[src/rtl/mc_ctrl_fsm_pkg.sv]
// Shared definitions for the multicycle MIPS controller: state encodings, opcodes,
// ALU op codes and the mux select codes that the datapath decodes identically.
package mc_ctrl_fsm_pkg;

    typedef enum logic [3:0] {
        S_IDLE     = 4'd0,
        S_FETCH    = 4'd1,
        S_DECODE   = 4'd2,
        S_MEMADR   = 4'd3,
        S_MEMRD    = 4'd4,
        S_MEMWB    = 4'd5,
        S_MEMWR    = 4'd6,
        S_RTYPE_EX = 4'd7,
        S_RTYPE_WB = 4'd8,
        S_IMM_EX   = 4'd9,
        S_IMM_WB   = 4'd10,
        S_BRANCH   = 4'd11,
        S_JUMP     = 4'd12,
        S_JAL      = 4'd13,
        S_JR       = 4'd14
    } state_t;

    localparam logic [5:0] OP_RTYPE = 6'b000000;
    localparam logic [5:0] OP_LW    = 6'b100011;
    localparam logic [5:0] OP_SW    = 6'b101011;
    localparam logic [5:0] OP_BEQ   = 6'b000100;
    localparam logic [5:0] OP_BNE   = 6'b000101;
    localparam logic [5:0] OP_ADDI  = 6'b001000;
    localparam logic [5:0] OP_ORI   = 6'b001101;
    localparam logic [5:0] OP_J     = 6'b000010;
    localparam logic [5:0] OP_JAL   = 6'b000011;
    localparam logic [5:0] FN_JR    = 6'b001000;

    localparam logic [1:0] ALU_ADD   = 2'b00;
    localparam logic [1:0] ALU_SUB   = 2'b01;
    localparam logic [1:0] ALU_FUNCT = 2'b10;
    localparam logic [1:0] ALU_OR    = 2'b11;

    localparam logic       IORD_PC     = 1'b0;
    localparam logic       IORD_ALUOUT = 1'b1;
    localparam logic [1:0] REGDST_RT   = 2'd0;
    localparam logic [1:0] REGDST_RD   = 2'd1;
    localparam logic [1:0] REGDST_RA   = 2'd2;
    localparam logic [1:0] MTR_ALUOUT  = 2'd0;
    localparam logic [1:0] MTR_MDR     = 2'd1;
    localparam logic [1:0] MTR_PC      = 2'd2;
    localparam logic       SRCA_PC     = 1'b0;
    localparam logic       SRCA_A      = 1'b1;
    localparam logic [1:0] SRCB_B      = 2'd0;
    localparam logic [1:0] SRCB_FOUR   = 2'd1;
    localparam logic [1:0] SRCB_IMM    = 2'd2;
    localparam logic [1:0] SRCB_IMMSH  = 2'd3;
    localparam logic [1:0] PCSRC_ALU   = 2'd0;
    localparam logic [1:0] PCSRC_ALUOUT = 2'd1;
    localparam logic [1:0] PCSRC_JUMP  = 2'd2;
    localparam logic [1:0] PCSRC_REG   = 2'd3;

    typedef struct packed {
        logic       pc_en;
        logic       iord;
        logic       mem_rd;
        logic       mem_wr;
        logic       ir_wr;
        logic [1:0] regdst;
        logic [1:0] memtoreg;
        logic       reg_wr;
        logic       alusrca;
        logic [1:0] alusrcb;
        logic [1:0] pcsrc;
        logic [1:0] alu_op;
    } ctrl_word_t;

endpackage

[src/rtl/mc_ctrl_fsm_outdec.sv]
// Combinational state -> control word decode. Every field defaults to 0 so no
// select is ever left undriven; pc_en/ir_wr here are unqualified requests.
module mc_ctrl_fsm_outdec
    import mc_ctrl_fsm_pkg::*;
(
    input  state_t     state,
    input  logic       imm_ori,
    output ctrl_word_t cw
);

    always_comb begin
        cw = '0;
        case (state)
            S_FETCH: begin
                cw.iord    = IORD_PC;
                cw.mem_rd  = 1'b1;
                cw.ir_wr   = 1'b1;
                cw.pc_en   = 1'b1;
                cw.alusrca = SRCA_PC;
                cw.alusrcb = SRCB_FOUR;
                cw.alu_op  = ALU_ADD;
                cw.pcsrc   = PCSRC_ALU;
            end
            S_DECODE: begin
                cw.alusrca = SRCA_PC;
                cw.alusrcb = SRCB_IMMSH;
                cw.alu_op  = ALU_ADD;
            end
            S_MEMADR: begin
                cw.alusrca = SRCA_A;
                cw.alusrcb = SRCB_IMM;
                cw.alu_op  = ALU_ADD;
            end
            S_MEMRD: begin
                cw.iord   = IORD_ALUOUT;
                cw.mem_rd = 1'b1;
            end
            S_MEMWB: begin
                cw.regdst   = REGDST_RT;
                cw.memtoreg = MTR_MDR;
                cw.reg_wr   = 1'b1;
            end
            S_MEMWR: begin
                cw.iord   = IORD_ALUOUT;
                cw.mem_wr = 1'b1;
            end
            S_RTYPE_EX: begin
                cw.alusrca = SRCA_A;
                cw.alusrcb = SRCB_B;
                cw.alu_op  = ALU_FUNCT;
            end
            S_RTYPE_WB: begin
                cw.regdst   = REGDST_RD;
                cw.memtoreg = MTR_ALUOUT;
                cw.reg_wr   = 1'b1;
            end
            S_IMM_EX: begin
                cw.alusrca = SRCA_A;
                cw.alusrcb = SRCB_IMM;
                cw.alu_op  = imm_ori ? ALU_OR : ALU_ADD;
            end
            S_IMM_WB: begin
                cw.regdst = REGDST_RT;
                cw.reg_wr = 1'b1;
            end
            S_BRANCH: begin
                cw.alusrca = SRCA_A;
                cw.alusrcb = SRCB_B;
                cw.alu_op  = ALU_SUB;
                cw.pcsrc   = PCSRC_ALUOUT;
                cw.pc_en   = 1'b1;
            end
            S_JUMP: begin
                cw.pcsrc = PCSRC_JUMP;
                cw.pc_en = 1'b1;
            end
            // PC already holds PC+4 here, so the link value comes straight from PC.
            S_JAL: begin
                cw.regdst   = REGDST_RA;
                cw.memtoreg = MTR_PC;
                cw.reg_wr   = 1'b1;
                cw.pcsrc    = PCSRC_JUMP;
                cw.pc_en    = 1'b1;
            end
            S_JR: begin
                cw.pcsrc = PCSRC_REG;
                cw.pc_en = 1'b1;
            end
            default: cw = '0;
        endcase
    end

endmodule

[src/rtl/mc_ctrl_fsm.sv]
// Multicycle MIPS control FSM: state register, dispatch and memory-ready stalls.
// Outputs are a Moore decode of the state, with FETCH/BRANCH pc_en qualified here.
module mc_ctrl_fsm
    import mc_ctrl_fsm_pkg::*;
#(
    parameter int USE_MEM_READY = 1,
    parameter int STATE_W       = 4
) (
    input  logic               clk,
    input  logic               rst_n,
    input  logic [5:0]         opcode,
    input  logic [5:0]         funct,
    input  logic               zero,
    input  logic               mem_ready,
    output logic               pc_en,
    output logic               iord_sel,
    output logic               mem_rd,
    output logic               mem_wr,
    output logic               ir_wr,
    output logic [1:0]         regdst_sel,
    output logic [1:0]         memtoreg_sel,
    output logic               reg_wr,
    output logic               alusrca_sel,
    output logic [1:0]         alusrcb_sel,
    output logic [1:0]         pcsrc_sel,
    output logic [1:0]         alu_op,
    output logic               illegal_op,
    output logic [STATE_W-1:0] state
);

    state_t     cur;
    logic       is_sw, is_ori, is_bne;
    logic       rdy;
    state_t     disp;
    logic       illegal;
    logic       pc_gate;
    ctrl_word_t cw;

    assign rdy = (USE_MEM_READY == 0) ? 1'b1 : mem_ready;

    always_comb begin
        disp    = S_FETCH;
        illegal = 1'b0;
        case (opcode)
            OP_LW, OP_SW:    disp = S_MEMADR;
            OP_RTYPE:        disp = (funct == FN_JR) ? S_JR : S_RTYPE_EX;
            OP_BEQ, OP_BNE:  disp = S_BRANCH;
            OP_ADDI, OP_ORI: disp = S_IMM_EX;
            OP_J:            disp = S_JUMP;
            OP_JAL:          disp = S_JAL;
            default:         illegal = 1'b1;
        endcase
    end

    // Opcode-dependent flags are captured in DECODE; the IR is not re-read later.
    always_ff @(posedge clk or negedge rst_n) begin
        if (!rst_n) begin
            cur    <= S_IDLE;
            is_sw  <= 1'b0;
            is_ori <= 1'b0;
            is_bne <= 1'b0;
        end else begin
            case (cur)
                S_IDLE:   cur <= S_FETCH;
                S_FETCH:  if (rdy) cur <= S_DECODE;
                S_DECODE: begin
                    cur    <= disp;
                    is_sw  <= (opcode == OP_SW);
                    is_ori <= (opcode == OP_ORI);
                    is_bne <= (opcode == OP_BNE);
                end
                S_MEMADR:   cur <= is_sw ? S_MEMWR : S_MEMRD;
                S_MEMRD:    if (rdy) cur <= S_MEMWB;
                S_MEMWR:    if (rdy) cur <= S_FETCH;
                S_RTYPE_EX: cur <= S_RTYPE_WB;
                S_IMM_EX:   cur <= S_IMM_WB;
                S_MEMWB, S_RTYPE_WB, S_IMM_WB, S_BRANCH,
                S_JUMP, S_JAL, S_JR: cur <= S_FETCH;
                default:    cur <= S_IDLE;
            endcase
        end
    end

    mc_ctrl_fsm_outdec u_outdec (
        .state   (cur),
        .imm_ori (is_ori),
        .cw      (cw)
    );

    always_comb begin
        pc_gate = 1'b1;
        if (cur == S_FETCH)
            pc_gate = rdy;
        else if (cur == S_BRANCH)
            pc_gate = is_bne ? ~zero : zero;
    end

    assign pc_en        = cw.pc_en & pc_gate;
    assign ir_wr        = cw.ir_wr & rdy;
    assign iord_sel     = cw.iord;
    assign mem_rd       = cw.mem_rd;
    assign mem_wr       = cw.mem_wr;
    assign regdst_sel   = cw.regdst;
    assign memtoreg_sel = cw.memtoreg;
    assign reg_wr       = cw.reg_wr;
    assign alusrca_sel  = cw.alusrca;
    assign alusrcb_sel  = cw.alusrcb;
    assign pcsrc_sel    = cw.pcsrc;
    assign alu_op       = cw.alu_op;
    assign illegal_op   = (cur == S_DECODE) & illegal;
    assign state        = STATE_W'(cur);

endmodule
[config.mk]
export PLATFORM = sky130hd
export DESIGN_NAME = mc_ctrl_fsm
export DESIGN_NICKNAME = d
export VERILOG_FILES = /design/src/rtl/mc_ctrl_fsm_pkg.sv /design/src/rtl/mc_ctrl_fsm_outdec.sv /design/src/rtl/mc_ctrl_fsm.sv
export SDC_FILE = /design/constraint.sdc
export NUM_CORES = 1
export LEC_CHECK = 0
export BUFFER_PORTS_ARGS = -buffer_cell sky130_fd_sc_hd__clkbuf_2
export CAP_MARGIN = 15
export CORE_MARGIN = 8
export CORE_UTILIZATION = 48
export DETAILED_ROUTE_END_ITERATION = 10
export PLACE_DENSITY = 0.79
export REMOVE_ABC_BUFFERS = 1
export SYNTH_ARGS = -nofsm -noshare
export SYNTH_HDL_FRONTEND = slang
export SYNTH_HIERARCHICAL = 1
export SYNTH_SLANG_ARGS = --single-unit
[constraint.sdc]
create_clock -name clk -period 1.6 [get_ports clk]
set_input_delay 0.16 -clock clk [delete_from_list [all_inputs] [get_ports clk]]
set_output_delay 0.16 -clock clk [all_outputs]
set_load 0.1 [all_outputs]
==> impl_results.md, run 1 <==
- Status: aborted with a tool error
- EDFF count, synth: 0
- Crit. endpoint post-GRT repair: pc_en
- YS warnings: 6
- Post-DP HPWL: about 2600 um
- FP Rows: 16
- Clock buffer depth: 2
- Initial antenna violation count: 0
- Clk root buf: clkbuf_4
- Avg Inst Size Synth: slightly below 8 um^2
- Halt Stage: global routing
- Sink Count: 7
- I/O Pins: 38
- Cts bufs inserted: 3
- Placer Congestion: 0.8168
- Worst_ep kind: top-level output
- DIE WIDTH: between 60 and 70 um
- Most common flop cell mapped by yosys: dfrtp_1
- Largest net degree at the start of global routing: 18
- Mapped cell area: 947.2 um^2
- Maximum level of the CTS H-tree: 1
- Seq cells post-synth: 7
- Die Height: 60.42 um
- Post-Syn Instances: 120
- Starting Density: approximately half
- Synth cell types: 49
- Synth async-reset ratio: 100.0%
- Seq/Total Area, Yosys: roughly 18%
- Stop err: [ERROR DPL-0033] detailed placement checks failed during check placement.
- IO buf count: 37
-- Yosys cell counts, drive strengths merged (3+ instances only) --
library cell,number,area [um^2]
xnor2,3,26.28
a31oi,3,18.77
buf,11,91.33
nor3b,3,22.52
dfrtp,7,175.2
o21ai,4,20.02
inv,3,11.26
and2,3,18.77
nor3,5,25.02
nor2,12,45.04
a21oi,5,28.78
or2b,3,22.52
nand2b,9,63.81
nor4,3,33.78
nand2,9,33.78
-- logic make-up after synthesis --
kind of cell / share of synthesized area (%)
multiplexers: 2.246
AO/OA/AOI/OAI: 21.67
buffers and inverters: 12.28
flip-flops: 18.49
AND/OR/NAND/NOR: 41.61
XOR/XNOR: 3.699
-- stage by stage --
step           setup slack (ns)  area (um^2)  std cells  setup TNS [ns]
4_1_cts                 -0.2590         1627        195          -2.142
3_5_place_dp           0.001649         1496        186               0
3_3_place_gp            0.07117         1496        186               0
2_1_floorplan            -2.554        842.1        108          -34.82
-- what timing repair did --
action | CTS
resized for setup | 16
hold endpoints to repair | 7
setup buffers | 4
gates cloned | 0
pin swaps | 2
hold buffers | 1
endpoints found under the setup margin | 18
==> run 2: changes to the inputs <==
--- a/config.mk
+++ b/config.mk
@@ -7,10 +7,10 @@
 export LEC_CHECK = 0
 export BUFFER_PORTS_ARGS = -buffer_cell sky130_fd_sc_hd__clkbuf_2
 export CAP_MARGIN = 15
-export CORE_MARGIN = 8
-export CORE_UTILIZATION = 48
+export CORE_AREA = 8 8 69 71
 export DETAILED_ROUTE_END_ITERATION = 10
-export PLACE_DENSITY = 0.79
+export DIE_AREA = 0 0 77 79
+export PLACE_DENSITY_LB_ADDON = 0.15
 export REMOVE_ABC_BUFFERS = 1
 export SYNTH_ARGS = -nofsm -noshare
 export SYNTH_HDL_FRONTEND = slang
==> impl_results.md, run 2 <==
- Status: finished with violations
- Violated checks: negative setup slack
- Cts bufs inserted: 3 (unchanged)
- Number of global-route vias before repair: 1128
- Post-DP HPWL: 2495 um (-4.0%)
- Crit path cell chain: or4b_4 -> o211ai_2 -> o21a_1 -> buf_12
- EDFF count, synth: 0 (unchanged)
- DRC Markers: 0
- Critical path class: register to output pin
- Post-Synth XOR/XNOR Area: 3.699% (unchanged)
- Fin crit period: 1.791 ns
- Seq cells post-synth: 7 (unchanged)
- Max reg flops: 4
- Pre-CTS WS: 0.02037 ns (+0.01872 ns)
- Worst-margin pin slew: 0.3973 ns
- Worst skew pair latency: 0.23 ns
- Compound-Gate Fraction of Synth Area: 21.66% (unchanged)
- Req. time, crit path: ~1.4 ns
- HP Class: primary input to register
- Hold_ws: 0.2645 ns
- Worst path slowest cell: or4b_4
- R2r setup slk: 0.08 ns
- CP Capture Point: pc_en
- Tot GR Track Use: about 11%
- YS warnings: 6 (unchanged)
- Drt via density: 4.873
- Setup crit end kind: output pin
- CORE AREA: 3799 um^2
- Final WL: 3145 um
- CP max stage delay: between 0.5 and 0.6 ns
- Die ar.: 6083 um^2
- Synth async-reset ratio: 100.0% (unchanged)
- Critical Path Stages: 4
- Top cells by area, synth: dfrtp_1, buf_6, nand2b_1
- Inserted Diodes: 0
- Share of cells above drive strength 1: 55.06%
- Final period utilization: 112.0%
- Reg2reg end: state[0]
- Post-layout net count: 195
- Critical Path AT: 1.63 ns
- Wire per inst: 13.79 um
- Synth Area in Simple Gates: 41.61% (unchanged)
- Starting Density: 24.93% (-25 points)
- Post-synthesis adder-cell area fraction: 0% (unchanged)
- Die Height: 79 um (+31%)
- Post-synth top cells: nor2_1, nand2_1, nand2b_1
- FMAX: 558.2 MHz
- Top-count cell post-synth: nor2_1
- Total gr overflow: 0
- Worst setup path start: state[2]
- Reg-to-Reg Start: state[3]
- Maximum level of the CTS H-tree: 1 (unchanged)
- DRT iter0 DRCs: 42
- Synth cell types: 49 (unchanged)
- Largest net degree at the start of global routing: 17
- Cell family with most CP delay: simple AND/OR/NAND/NOR gates
- Clock buffer depth: 2 (unchanged)
- IO buf count: 37 (unchanged)
- First-pass GRT wire length: 5582 um
- DIE WIDTH: 77 um (+27%)
- Cell taking the most area after synthesis: dfrtp_1
- Setup ws final: -0.1914 ns
- Max_slew headroom: ~73%
- Post-Syn Instances: 120 (unchanged)
- Initial antenna violation count: 0
- Placer Congestion: 0.7617 (-6.7%)
- I/O Pins: 38 (unchanged)
- Setup TNS: -1.218 ns
- Routed Antenna Nets: 0
- Post-synthesis mux area share: 2.246% (unchanged)
- Most common flop cell mapped by yosys: dfrtp_1
- Avg Inst Size Synth: 7.893 um^2 (unchanged)
- Post-synth top area share: 18.49% (unchanged)
- CTS tree: yes
- Via count: 1111
- Final setup viols: 12
- Register clock-pin slew on the reported worst setup and hold paths: 0.04 ns
- Unrepaired setup endpoints after global routing: yes
- Sink Count: 7 (unchanged)
- FP Rows: 23 (+7)
- Post-Route Skew: 0.004237 ns
- Largest family of logic cells by synthesized area: simple AND/OR/NAND/NOR gates
- Crit Path Max Fanout: 4
- Crit path buf inv count: 1
- TritonRoute pass-1 iters: 4
- Clk root buf: clkbuf_8
- Most frequent cells in the layout: buf_12, buf_4, clkbuf_2
- Seq/Total Area, Yosys: 18.49% (unchanged)
- Max-cap violation count: 0
- Final-report max-slew violation count: 0
- Mapped cell area: 947.2 um^2 (unchanged)
- Commonest non-fill, non-tap cell in the layout: buf_12
- Layout Area Growth over Synthesis: 98.41%
- Final Hold Viols: 0
- Worst r2r path cells: 7
- Critical Path Start Type: register
-- run 2: cell counts after synthesis --
No cell type changed its count.
-- run 2: layout make-up --
cell class	instances	area [um^2]
inverter	3	11.26
sequential	7	176.4
timing repair buffer	66	792.0
multi-input combinational	98	792.0
clock buffer	4	45.04
tap	50	62.56
fill	357	1919
-- run 2: kinds of logic after synthesis --
family	after synthesis
muxes	2
DFF	7
AOI/OAI and AO/OA	28
buffers and inverters	15
and+or+nand+nor	64
xor gates and xnor gates	4
-- run 2: worst min path at each step --
stage,from,end,slack (ns),depth (start not counted)
6_report,opcode[3],is_sw,0.26,3
5_1_grt,opcode[3],is_sw,0.32,3
4_1_cts,opcode[3],is_sw,0.27,3
3_5_place_dp,rst_n,is_ori,0.004,1
3_3_place_gp,rst_n,is_ori,0.002,1
2_1_floorplan,rst_n,is_bne,-0.14,0
-- run 2: per-layer routing --
metal  track usage, %  share of wire [%]
met4            4.528                1.7
met3            2.144                4.3
met1            12.29                 43
met5                0                  0
met2            20.14                 51
-- run 2: through the flow --
| step | utilization [%] | instance area, um^2 | std cells |
|---|---|---|---|
| after floorplan | - | 842.1 | 108 |
| after global placement | 40.74 | 1548 | 212 |
| after detailed placement | 40.74 | 1548 | 212 |
| after CTS | 47.63 | 1809 | 223 |
| after global routing | 49.47 | 1879 | 228 |
| final | 49.47 | 1879 | 228 |
-- run 2: worst reg2reg max path, cell delays in order, from the launching register on --
cell	delay, ns
dfrtp_1	0.37
buf_4	0.13
buf_6	0.11
buf_4	0.13
nor2_1	0.05
mux2_2	0.25
a22o_1	0.23
a31oi_1	0.15
-- run 2: what timing repair did --
item / CTS / global route
buffers inserted: 6 / 6
gates resized for setup: 31 / 8
endpoints found under the setup margin: 18 / 18
hold buffers: 1 / 0
endpoints found under the hold margin: 7 / 0
pin swaps: 7 / 8
Power of run 2 is not shown: default switching activity piles up to over one toggle a cycle in this logic, so the estimate is an artifact.
